===== src/rtl/mips_pkg.sv =====
// Shared opcodes, FSM state encoding and run status codes for the MIPS run controller.
package mips_pkg;

    localparam logic [5:0] OP_J   = 6'b000010;
    localparam logic [5:0] OP_BEQ = 6'b000100;

    typedef enum logic [2:0] {
        S_IDLE      = 3'd0,
        S_LOAD      = 3'd1,
        S_RESET_CPU = 3'd2,
        S_RUN       = 3'd3,
        S_DONE      = 3'd4
    } state_t;

    localparam logic [1:0] ST_NONE = 2'b00;
    localparam logic [1:0] ST_HALT = 2'b01;
    localparam logic [1:0] ST_TMO  = 2'b10;

endpackage


===== src/rtl/mips_halt_detect.sv =====
// Combinational self-loop decoder: flags a j-to-self or a beq rs==rt with offset -1.
module mips_halt_detect
    import mips_pkg::*;
(
    input  logic [31:0] pc,
    input  logic [31:0] instr,
    output logic        halt_hit_c
);

    logic [31:0] j_target;

    // Either loop form keeps the PC fixed forever, so the program is finished.
    always_comb begin
        j_target   = {pc[31:28], instr[25:0], 2'b00};
        halt_hit_c = 1'b0;
        if ((instr[31:26] == OP_J) && (j_target == pc)) begin
            halt_hit_c = 1'b1;
        end
        if ((instr[31:26] == OP_BEQ) && (instr[25:21] == instr[20:16]) &&
            (instr[15:0] == 16'hFFFF)) begin
            halt_hit_c = 1'b1;
        end
    end

endmodule


===== src/rtl/mips_run_ctrl.sv =====
// Run controller for the single-cycle MIPS core: load IRAM, hold reset, run, done.
// Optional build macro MIPS_RUN_CTRL_SINGLE_STEP_EN adds pause/step inputs for
// single-stepping the core while in RUN.
module mips_run_ctrl
    import mips_pkg::*;
#(
    parameter int unsigned ADDR_W  = 8,
    parameter int unsigned CYC_W   = 16,
    parameter int unsigned RST_CYC = 2
) (
    input  logic              clk,
    input  logic              rst_n,
    input  logic              start,
    input  logic [CYC_W-1:0]  max_cycles,
    input  logic              ld_valid,
    output logic              ld_ready,
    input  logic [31:0]       ld_data,
    input  logic              ld_last,
    output logic              imem_we,
    output logic [ADDR_W-1:0] imem_waddr,
    output logic [31:0]       imem_wdata,
    input  logic [31:0]       cpu_pc,
    input  logic [31:0]       cpu_instr,
    output logic              cpu_rst,
    output logic              cpu_en,
    output logic              busy,
    output logic              done,
    output logic [1:0]        status,
`ifdef MIPS_RUN_CTRL_SINGLE_STEP_EN
    input  logic              pause,
    input  logic              step,
`endif
    output logic [CYC_W-1:0]  cycle_count
);

    localparam int unsigned       RC_W      = $clog2(RST_CYC + 1);
    localparam logic [ADDR_W-1:0] WADDR_MAX = '1;
    localparam logic [CYC_W-1:0]  CYC_MAX   = '1;

    state_t            state_q, state_d;
    logic [ADDR_W-1:0] waddr_q;
    logic [CYC_W-1:0]  max_q;
    logic [CYC_W-1:0]  cycle_q;
    logic [RC_W-1:0]   rst_cnt_q;
    logic [1:0]        status_q;
    logic              we_q;
    logic [ADDR_W-1:0] imem_waddr_q;
    logic [31:0]       wdata_q;
    logic              halt_hit_c;
    logic              timeout_c;
    logic              start_acc_c;
    logic              hs_c;
    logic              run_ok_c;
`ifdef MIPS_RUN_CTRL_SINGLE_STEP_EN
    logic              step_q;
    logic              step_rise_c;
`endif

    mips_halt_detect u_halt (
        .pc         (cpu_pc),
        .instr      (cpu_instr),
        .halt_hit_c (halt_hit_c)
    );

    // State register.
    always_ff @(posedge clk or negedge rst_n) begin
        if (!rst_n) begin
            state_q <= S_IDLE;
        end else begin
            state_q <= state_d;
        end
    end

    // Next state plus control strobes decoded straight from the state register.
    always_comb begin
        state_d     = state_q;
        start_acc_c = 1'b0;
        hs_c        = 1'b0;
        run_ok_c    = 1'b0;
        ld_ready    = 1'b0;
        cpu_rst     = 1'b0;
        busy        = 1'b0;
        done        = 1'b0;
        timeout_c   = (max_q != '0) && (cycle_q == max_q);
        case (state_q)
            S_IDLE: begin
                cpu_rst = 1'b1;
                if (start) begin
                    start_acc_c = 1'b1;
                    state_d     = S_LOAD;
                end
            end
            S_LOAD: begin
                cpu_rst  = 1'b1;
                busy     = 1'b1;
                ld_ready = 1'b1;
                hs_c     = ld_valid;
                // Stopping at the top address keeps waddr from wrapping onto word 0.
                if (ld_valid && (ld_last || (waddr_q == WADDR_MAX))) begin
                    state_d = S_RESET_CPU;
                end
            end
            S_RESET_CPU: begin
                cpu_rst = 1'b1;
                busy    = 1'b1;
                if (rst_cnt_q == RC_W'(RST_CYC - 1)) begin
                    state_d = S_RUN;
                end
            end
            S_RUN: begin
                busy     = 1'b1;
                run_ok_c = !halt_hit_c && !timeout_c;
                if (halt_hit_c || timeout_c) begin
                    state_d = S_DONE;
                end
            end
            S_DONE: begin
                done = 1'b1;
                if (start) begin
                    start_acc_c = 1'b1;
                    state_d     = S_LOAD;
                end
            end
            default: begin
                state_d = S_IDLE;
            end
        endcase
`ifdef MIPS_RUN_CTRL_SINGLE_STEP_EN
        step_rise_c = step && !step_q;
        cpu_en      = run_ok_c && (!pause || step_rise_c);
`else
        cpu_en      = run_ok_c;
`endif
    end

    // Load address, IRAM write register, run limit, reset timer, cycle counter, status.
    always_ff @(posedge clk or negedge rst_n) begin
        if (!rst_n) begin
            waddr_q      <= '0;
            max_q        <= '0;
            cycle_q      <= '0;
            rst_cnt_q    <= '0;
            status_q     <= ST_NONE;
            we_q         <= 1'b0;
            imem_waddr_q <= '0;
            wdata_q      <= '0;
        end else begin
            we_q <= hs_c;
            if (start_acc_c) begin
                max_q    <= max_cycles;
                status_q <= ST_NONE;
                waddr_q  <= '0;
                cycle_q  <= '0;
            end
            if (hs_c) begin
                imem_waddr_q <= waddr_q;
                wdata_q      <= ld_data;
                if (waddr_q != WADDR_MAX) begin
                    waddr_q <= waddr_q + ADDR_W'(1);
                end
            end
            if (state_q == S_LOAD) begin
                rst_cnt_q <= '0;
            end else if (state_q == S_RESET_CPU) begin
                rst_cnt_q <= rst_cnt_q + RC_W'(1);
                cycle_q   <= '0;
            end
            if (cpu_en && (cycle_q != CYC_MAX)) begin
                cycle_q <= cycle_q + CYC_W'(1);
            end
            // Halt takes priority when both terminate the run in the same cycle.
            if (state_q == S_RUN) begin
                if (halt_hit_c) begin
                    status_q <= ST_HALT;
                end else if (timeout_c) begin
                    status_q <= ST_TMO;
                end
            end
        end
    end

`ifdef MIPS_RUN_CTRL_SINGLE_STEP_EN
    // Previous step level for rising-edge detection.
    always_ff @(posedge clk or negedge rst_n) begin
        if (!rst_n) begin
            step_q <= 1'b0;
        end else begin
            step_q <= step;
        end
    end
`endif

    assign imem_we     = we_q;
    assign imem_waddr  = imem_waddr_q;
    assign imem_wdata  = wdata_q;
    assign status      = status_q;
    assign cycle_count = cycle_q;

endmodule

===== config.mk =====
export PLATFORM = sky130hd
export DESIGN_NAME = mips_run_ctrl
export DESIGN_NICKNAME = d
export VERILOG_FILES = /design/src/rtl/mips_pkg.sv /design/src/rtl/mips_halt_detect.sv /design/src/rtl/mips_run_ctrl.sv
export SDC_FILE = /design/constraint.sdc
export NUM_CORES = 1
export LEC_CHECK = 0
export BUFFER_PORTS_ARGS = -buffer_cell sky130_fd_sc_hd__buf_2
export CAP_MARGIN = 20
export CORE_MARGIN = 5
export CORE_UTILIZATION = 35
export DETAILED_ROUTE_END_ITERATION = 7
export SLEW_MARGIN = 20
export SYNTH_ARGS = -nofsm -noshare
export SYNTH_HDL_FRONTEND = slang
export SYNTH_SLANG_ARGS = --single-unit

===== constraint.sdc =====
create_clock -name clk -period 2.2 [get_ports clk]
set_input_delay 0.11 -clock clk [delete_from_list [all_inputs] [get_ports clk]]
set_output_delay 0.11 -clock clk [all_outputs]
set_load 0.005 [all_outputs]

==> results.yml <==
critical_path:
  cp-start-kind: "flip-flop"
  path_cells: "buf_4 -> xor2_1 -> nor4_2 -> nand3_2 -> o21a_2 -> a21boi_4 -> buf_4 -> a21oi_1 -> o21ai_1"
  cpMostUsedCell: "buf_4"
  cp-end-kind: "flip-flop"
  cp_slowest_stage_delay_ns: 0.38
  crit_arrival_ns: 2.36
  cp_max_fo: 4
  path_buf_inv: 2
  cpLargestDelayFamily: "compound AO/OA/AOI/OAI gates"
  required_ns: 2.47
  path_class: "flip-flop to flip-flop"
  crit_path_top_delay_cell: "dfrtp_1"
route:
  vias_per_cell: 4.79
  drt_first_pass_iters: 4
  wirelength_mm: 13.9
  vias: 4491
  drcViolationCount: 0
  drt-initial-drc-count: 293
  wl_per_cell_um: 14.8
  ant_nets: 0
clock_tree:
  cts_tree: "built"
  cts_buffer_depth: 2
  clk_latency_ns: 0.34
  post_cts_buffers: 0
  clkTransAtPathRegs_ns: 0.06
  cts_buffers: 9
  cts_root_buffer: "clkbuf_16"
  cts.sinks: 88
  htree_levels: 3
timing:
  worst_pin_slew_ns: 0.429
  period_share_pct: 95.1
  tns_ns: 0
  slew_violations: 0
  setup_viol: 0
  rsz0062_at_grt: "no"
  fin_hold_ws_ns: 0.238
  relSlewSlack_pct: 71.4
  finClkSkew_ns: 0.00485
  fmax_mhz: 478
  hold_viol_final: 0
  finalCriticalPeriod_ns: 2.09
synthesis:
  synthArstFlopShare_pct: 100
  yosys-top-cells-count: "nand2_1 (194), dfrtp_1 (88), xor2_1 (53), nor4_1 (17)"
  ys_types: 46
  yosysWarningCount: 0
  ys_seq_area_share_pct: 49.8
  synth_top_area_share_pct: 49.8
  synth_nets: 629
  synth_edf_count: 0
  syn-cell-area_um2: 4420
  synth-seq-cells: 88
  ys.flop_type: "dfrtp_1"
  synthTopCellsByArea: "dfrtp_1 (50%), nand2_1 (16%), xor2_1 (10%)"
  yosys.cell_count.top_type: "nand2_1"
  yosys.area.top_type: "dfrtp_1"
  synth_cells: 509
  syn_area_per_cell_um2: 8.69
grt:
  grt_pass1_wl_mm: 22.2
  grt_overflow_total: 0
  grtUsageTotal_pct: 18.7
  grt_max_degree: 58
  grt_util_met2_pct: 32.1
  grt_pass1_vias: 4624
  grt_busiest_layer: "met2"
  met1_usage_pct: 22.8
  use_met3_pct: 4.79
  antenna_found_initial: 0
finish:
  final_area_um2: 6530
  nets: 882
  instances_no_fill: 938
  syn_to_final_growth_pct: 47.6
  drive_gt1_share_pct: 31.7
  num_antenna_cells: 0
floorplanning:
  die_h_um: 122
  fp-row-count: 41
  io_pins: 181
  dieArea_um2: 15000
  core-area_um2: 12500
  initial_core_util_pct: 35.3
  chipWidth_um: 122
placement:
  placed_area_um2: 5710
  gp_congestion: 0.850
  dp_cells: 873
  post-dp-hpwl_mm: 10.1
  port_buffers: 176
pwr:
  p_per_area_nw_per_um2: 921
  vdd_ir_drop_max_uv: 536
  p_leak_nw: 3.50
run:
  maxCapViolCount: 0
run_status:
  status: "finished, final reports clean"
min_path:
  worstHoldPathType: "input port to flip-flop"
layout make-up:
| class | instances | area [um^2] |
|---|---|---|
| inverters | 8 | 30.0 |
| well taps | 172 | 215 |
| repair buffers | 259 | 1640 |
| clock buffers | 9 | 225 |
| flip-flops and latches | 88 | 2200 |
| multi-input cells | 396 | 2180 |
| fillers | 1165 | 5990 |
| clock inverters | 6 | 36.3 |
worst paths after layout:
check / startpoint / slack [ns] / to / depth (start not counted)
max: cycle_count[11] / 0.11 / cycle_count[6] / 9
min: ld_valid / 0.24 / state_q[1] / 5
max reg2reg: cycle_count[11] / 0.11 / cycle_count[6] / 9
min reg2reg: imem_wdata[28] / 0.47 / imem_wdata[28] / 2
max in group asynchronous: rst_n / 1.30 / imem_wdata[29] / 3
min in group asynchronous: rst_n / 0.25 / max_q[10] / 2
routing by layer:
layer,wire length (um),up-vias
met3,1220,22
met2,6710,183
met1,5770,2092
met4,228,0
met5,0,-
li1,-,2194
cell families after synthesis:
logic type,share of synthesized area (%)
xor gates and xnor gates,11.1
and+or+nand+nor,28.5
DFF,49.8
AOI/OAI and AO/OA,6.93
muxes,0.481
adders and majority gates,0.849
buffers and inverters,2.38
worst min-delay path, delay by kind of cell:
| family | cells | cell delay [ns] |
|---|---|---|
| buffers and inverters | 1 | 0.10 |
| AO/OA/AOI/OAI | 2 | 0.21 |
| AND/OR/NAND/NOR | 2 | 0.12 |
layout by cell type, fill, tap and decap left out, drive strengths merged, types with 4 or more instances in the layout:
cell type    instances
o21ai               23
nand4                9
xor2                53
nand2              195
or3                  5
dfrtp               88
clkinv               4
clkbuf               9
nor2                14
nor3                12
nand3               15
a21oi                9
inv                  9
and3                 6
nor4                18
dlygate4sd3         50
buf                209
what timing repair did:
action,in CTS,in global routing
pin swaps,0,2
endpoints found under the setup margin,2,16
hold buffers,50,0
endpoints found under the hold margin,80,0
resized for setup,2,11
cloned,0,0
power by group:
group / internal [mW] / switching [mW] / total, mW
clock network: 0.755 / 0.643 / 1.40
registers: 2.14 / 0.409 / 2.55
logic: 1.03 / 1.04 / 2.07
total: 3.93 / 2.09 / 6.02
sequential cells by signal, indices dropped and copies added (netlist names):
signal	flops
imem_waddr	8
status	2
cycle_count	16
rst_cnt_q	2
state_q	3
waddr_q	8
max_q	16
imem_wdata	32
imem_we	1
through the flow:
step | util (%) | total power, mW | setup slack, ns
final | 52.2 | 6.02 | 0.107
after detailed placement | 45.6 | 4.52 | -0.00680
after global placement | 45.6 | 4.45 | 0.0405
after CTS | 51.8 | 6.03 | 0.00648
after global routing | 52.2 | 6.46 | 0.00626
after floorplan | - | 3.52 | 0.154
No activity file was read; power rests on OpenSTA's default activity.
